$ cat src/rtl/batch_interpolator_pkg.sv
// Shared defaults and sample/batch types for the batch linear interpolator.
// Optional build macro used by the lanes: INTERP_SATURATE_EN (clamp instead of wrap).
package batch_interpolator_pkg;

   localparam int DEF_SAMPLE_WIDTH  = 16;
   localparam int DEF_BATCH_SAMPLES = 16;

   typedef logic signed [DEF_SAMPLE_WIDTH-1:0] sample_t;
   typedef logic [DEF_BATCH_SAMPLES-1:0][DEF_SAMPLE_WIDTH-1:0] batch_t;

endpackage

$ cat src/rtl/batch_interpolator_intrp_lane.sv
// One output lane: computes x + floor(slope * LANE_IDX) over two register stages.
// Macro INTERP_SATURATE_EN clamps the extended sum instead of wrapping it.
module batch_interpolator_intrp_lane
   import batch_interpolator_pkg::*;
#(
   parameter int SAMPLE_WIDTH = DEF_SAMPLE_WIDTH,
   parameter int BATCH_SIZE   = DEF_BATCH_SAMPLES,
   parameter int LANE_IDX     = 0
) (
   input  logic                            clk,
   input  logic                            rstn,
   input  logic signed [SAMPLE_WIDTH-1:0]   x,
   input  logic signed [2*SAMPLE_WIDTH-1:0] slope,
   output logic [SAMPLE_WIDTH-1:0]          sample
);

   localparam int IDX_WIDTH  = $clog2(BATCH_SIZE);
   localparam int PROD_WIDTH = 2*SAMPLE_WIDTH + IDX_WIDTH;
   localparam logic signed [PROD_WIDTH-1:0] IDX_C = PROD_WIDTH'(LANE_IDX);

   logic signed [SAMPLE_WIDTH-1:0] x_q;
   logic signed [PROD_WIDTH-1:0]   p_d;
   logic signed [PROD_WIDTH-1:0]   p_q;
   logic signed [PROD_WIDTH-1:0]   x_ext;
   logic [SAMPLE_WIDTH-1:0]        sample_d;

   // Constant multiplier: synthesis reduces it to a shift-add tree per lane.
   assign p_d   = PROD_WIDTH'(slope) * IDX_C;
   assign x_ext = PROD_WIDTH'(x_q);

`ifdef INTERP_SATURATE_EN
   localparam logic signed [SAMPLE_WIDTH+1:0] SAT_MAX = (SAMPLE_WIDTH+2)'((1 << (SAMPLE_WIDTH-1)) - 1);
   localparam logic signed [SAMPLE_WIDTH+1:0] SAT_MIN = -(SAMPLE_WIDTH+2)'(1 << (SAMPLE_WIDTH-1));

   logic signed [SAMPLE_WIDTH+1:0] sum;

   assign sum = (SAMPLE_WIDTH+2)'(x_ext + (p_q >>> SAMPLE_WIDTH));

   always_comb begin
      sample_d = SAMPLE_WIDTH'(sum);
      if (sum > SAT_MAX) begin
         sample_d = SAMPLE_WIDTH'(SAT_MAX);
      end else if (sum < SAT_MIN) begin
         sample_d = SAMPLE_WIDTH'(SAT_MIN);
      end
   end
`else
   // Arithmetic shift floors the fraction; truncation to the sample width wraps.
   assign sample_d = SAMPLE_WIDTH'(x_ext + (p_q >>> SAMPLE_WIDTH));
`endif

   always_ff @(posedge clk or negedge rstn) begin
      if (!rstn) begin
         x_q    <= '0;
         p_q    <= '0;
         sample <= '0;
      end else begin
         x_q    <= x;
         p_q    <= p_d;
         sample <= sample_d;
      end
   end

endmodule

$ cat src/rtl/batch_interpolator.sv
// Expands one (x, slope) point into a full batch of BATCH_SIZE linearly spaced samples,
// two-cycle latency, one batch per clock. Build macro: INTERP_SATURATE_EN.
module batch_interpolator
   import batch_interpolator_pkg::*;
#(
   parameter int SAMPLE_WIDTH = DEF_SAMPLE_WIDTH,
   parameter int BATCH_SIZE   = DEF_BATCH_SAMPLES   // >= 2, power of two
) (
   input  logic                                 clk,
   input  logic                                 rstn,
   input  logic [SAMPLE_WIDTH-1:0]              x,
   input  logic [2*SAMPLE_WIDTH-1:0]            slope,
   output logic [BATCH_SIZE*SAMPLE_WIDTH-1:0]   intrp_batch
);

   // Each lane owns its slice of the output bus, element 0 in the LSBs.
   for (genvar i = 0; i < BATCH_SIZE; i++) begin : g_lane
      batch_interpolator_intrp_lane #(
         .SAMPLE_WIDTH (SAMPLE_WIDTH),
         .BATCH_SIZE   (BATCH_SIZE),
         .LANE_IDX     (i)
      ) u_lane (
         .clk    (clk),
         .rstn   (rstn),
         .x      (x),
         .slope  (slope),
         .sample (intrp_batch[i*SAMPLE_WIDTH +: SAMPLE_WIDTH])
      );
   end

endmodule

$ cat config.mk
export PLATFORM = sky130hd
export DESIGN_NAME = batch_interpolator
export DESIGN_NICKNAME = d
export VERILOG_FILES = /design/src/rtl/batch_interpolator_pkg.sv /design/src/rtl/batch_interpolator_intrp_lane.sv /design/src/rtl/batch_interpolator.sv
export SDC_FILE = /design/constraint.sdc
export NUM_CORES = 1
export LEC_CHECK = 0
export BUFFER_PORTS_ARGS = -buffer_cell sky130_fd_sc_hd__buf_2
export CORE_ASPECT_RATIO = 1.2
export CORE_UTILIZATION = 35
export CTS_CLUSTER_SIZE = 8
export DETAILED_ROUTE_END_ITERATION = 10
export HOLD_SLACK_MARGIN = 0.12
export PLACE_DENSITY = 0.6
export SLEW_MARGIN = 15
export SYNTH_ARGS = -nofsm -noshare
export SYNTH_HDL_FRONTEND = slang
export SYNTH_SLANG_ARGS = --single-unit
$ cat constraint.sdc
create_clock -name clk -period 9.45 [get_ports clk]
set_clock_uncertainty 0.2 [all_clocks]
set_input_delay 1.89 -clock clk [delete_from_list [all_inputs] [get_ports clk]]
set_output_delay 1.89 -clock clk [all_outputs]
set_load 0.005 [all_outputs]
==> impl_metrics.toml <==
[worst_hold_path]
holdCritPathClass = "reg -> reg"

[synth]
synth_edf_count = 0
syn-cell-area_sq_um = 31200
syn-num-nets = 3820
ys_types = 63
synthFlopType = "dfrtp_1"
ys.warnings.count = 0
postSynthAreaPerCell_sq_um = 10.0
syn-instance-count = 3111
synth-async-reset-ratio_pct = 100
ys_seq_elements = 407
yosysSeqAreaShare_pct = 32.6

[layout]
fillers = 8688
multi_input_area_sq_um = 19400
syn2layout_area_growth_pct = 14.9
regArea_sq_um = 10200
final_nets = 4197
finalNonFillerCells = 4644
postLayoutCoreUtil_pct = 40.7
drive_gt1_share_pct = 11.8
design_area_sq_um = 35900

[clocking]
clkTransAtPathRegs_ps = 50
htree_levels = 2
cts_tree = "yes"
clock_latency_ps = 620
cts_sinks = 407
clockRootBuffer = "clkbuf_16"
post_cts_buffers = 0
cts_made_buffers = 57
ctsLongestPathBuffers = 3
postCtsHoldBufs = 0
cts_resized = 0

[placed_design]
dp_cells = 4578
portBuffers = 305
dp_hpwl_um = 68500
postPlaceCellArea_sq_um = 34300
dp_slack_ps = 2870
gp_congestion = 0.878

[drt]
drt-initial-drc-count = 1158
drtPass1Iterations = 9
drc = 56
detail_route.wl_per_cell_um = 18.9
post_drt_via_cell_ratio = 5.01
ant_nets = 0
postRouteWirelength_um = 87900
num_vias = 23300

[pwr]
leakagePower_nw = 17.8
power-per-cell-area_nw_per_um2 = 251
ir_drop_v = 0.000174

[die]
die_h_um = 329
io_pins = 306
dieArea_sq_um = 90400
die_x_um = 275
initial_utilization_pct = 35.5
core_area_sq_um = 88000
rows = 119

[critical_path]
path_class = "in -> reg"
path_max_fanout = 10
cp-end-kind = "flip-flop"
start_kind = "primary input"
reg2reg_slack_ps = 4880
crit_required_ps = 9750
arrival_ps = 6290

[outcome]
outcome = "finished, violations left"
violations = "DRC"

[sta]
fmax_mhz = 167
worst_slew_pin_slew_ps = 953
max_slew_margin_pct = 36.5
setup_tns_ps = 0
fin_crit_sh_pct = 63.4
period_needed_ps = 5990
fin_ws_ps = 3460
rsz0062_at_grt = "no"
finalSetupViolations = 0
drv_slew = 0
hold_violations = 0

[flow_run]
max-cap-violations = 0

[global_routing]
antenna_found_initial = 7
gr-usage-all-layers_pct = 19.5
grt_pass1_vias = 23800
grt-ovfl-total = 0
grt_pass1_wl_um = 134000
grt_max_degree = 156
-- cell type report --
cell class                      instances  area share [%]
Antenna cell                            2          0.0140
Multi-Input combinational cell       2269            54.1
Sequential cell                       407            28.4
Clock inverter                          4           0.136
Tap cell                             1149            4.01
Inverter                              427            4.47
Timing Repair Buffer                  326            4.76
Clock buffer                           60            4.10
-- cell usage in the layout (no fill, tap or decap), drive strengths merged, types with 32 or more instances in the layout --
cell and instances:
ha 512, inv 428, dfrtp 407, buf 326
xnor2 219, a21oi 204, nor2 194, fa 147
nand2 135, o21ai 125, a21o 76, nor3 71
xor2 71, nand3 70, clkbuf 60, nor2b 42
a21boi 38, o21bai 32
-- worst max-delay path: stages --
cell	delay [ps]
buf_2	310
ha_1	360
fa_1	550
inv_1	60
fa_1	500
inv_1	50
ha_1	310
and3_1	170
a221oi_1	350
o22ai_1	130
a41o_1	280
a221oi_2	510
nor3_1	170
a211oi_1	360
o21bai_1	120
xor2_1	150
-- flip-flops by register name, indices dropped and copies added (netlist names) --
signal                count
g_lane.u_lane.sample    256
g_lane.u_lane.p_q       135
g_lane.u_lane.x_q        16
-- where the power goes --
group          internal (mW)  total [mW]  switching, mW
Sequential              2.42        2.74          0.314
Clock                   1.08        1.83          0.755
Combinational           1.92        4.41           2.49
Total                   5.43        8.98           3.56
-- per-stage QoR --
step	hold WS (ps)	power (mW)
2_1_floorplan	152	5.62
3_3_place_gp	164	7.16
3_5_place_dp	164	7.20
4_1_cts	182	9.11
5_1_grt	208	9.72
6_report	181	8.98
-- cells in the mapped netlist, types with 3 or more instances --
cell type | instances | area share [%]
nor3_1 | 71 | 1.1
o21ai_0 | 123 | 2.0
ha_1 | 512 | 21
a21oi_1 | 204 | 3.3
a2111oi_0 | 12 | 0.34
a21boi_0 | 38 | 0.91
nand4b_1 | 5 | 0.14
o41ai_1 | 12 | 0.34
a31o_2 | 6 | 0.17
a21o_1 | 76 | 1.8
mux2i_1 | 14 | 0.45
fa_1 | 147 | 9.4
nand2_1 | 135 | 1.6
a311oi_1 | 8 | 0.22
a221oi_1 | 14 | 0.39
nand3_1 | 70 | 1.1
a211oi_1 | 21 | 0.50
and3_1 | 23 | 0.46
o21bai_1 | 32 | 0.77
nand4_1 | 25 | 0.50
a211o_1 | 8 | 0.22
nor2b_1 | 42 | 0.84
or3_1 | 16 | 0.32
inv_1 | 427 | 5.1
nor2_1 | 194 | 2.3
xnor2_1 | 219 | 6.1
o211ai_1 | 6 | 0.14
a31oi_1 | 26 | 0.52
o22ai_1 | 3 | 0.060
o2bb2ai_1 | 3 | 0.084
o21a_1 | 25 | 0.60
nor4b_1 | 7 | 0.20
and4_1 | 8 | 0.22
and2_1 | 10 | 0.20
clkbuf_1 | 8 | 0.096
o31ai_1 | 12 | 0.29
or2_2 | 7 | 0.14
xor2_1 | 71 | 2.0
nand2b_1 | 28 | 0.56
dfrtp_1 | 407 | 33
o2111ai_1 | 7 | 0.20
-- cell families (layout without fill, tap and decap cells) --
group | count (synthesis) | in the layout | share of synthesized area [%]
adders and majority gates | 659 | 659 | 29.9
other | 0 | 2 | 0
muxes | 14 | 14 | 0.449
buffers and inverters | 435 | 817 | 5.23
DFF | 407 | 407 | 32.6
and+or+nand+nor | 649 | 649 | 10.0
AOI/OAI and AO/OA | 657 | 657 | 13.6
xor gates and xnor gates | 290 | 290 | 8.14
-- per-layer routing --
| metal | wire length (um) | share of wire (%) | up-vias | GRT usage, % |
|---|---|---|---|---|
| met5 | 40 | 0.045 | - | 0 |
| met2 | 43500 | 49 | 500 | 34.5 |
| met4 | 3920 | 4.5 | 8 | 8.64 |
| met1 | 36400 | 41 | 11100 | 23.5 |
| li1 | - | - | 11500 | - |
| met3 | 4060 | 4.6 | 160 | 2.74 |
-- path summary, 6_finish.rpt --
path / startpoint / endpoint / cells past startpoint
min in group asynchronous: rstn / g_lane[0].u_lane.sample[12] / 1
worst max register to register: g_lane[14].u_lane.x_q[1] / g_lane[11].u_lane.sample[14] / 13
worst max-delay path: slope[13] / g_lane[15].u_lane.p_q[28] / 16
worst min register to register: g_lane[14].u_lane.x_q[13] / g_lane[0].u_lane.sample[13] / 0
max in group asynchronous: rstn / g_lane[5].u_lane.sample[0] / 2
worst min-delay path: g_lane[14].u_lane.x_q[13] / g_lane[0].u_lane.sample[13] / 0
(Power assumes the default switching activity.)
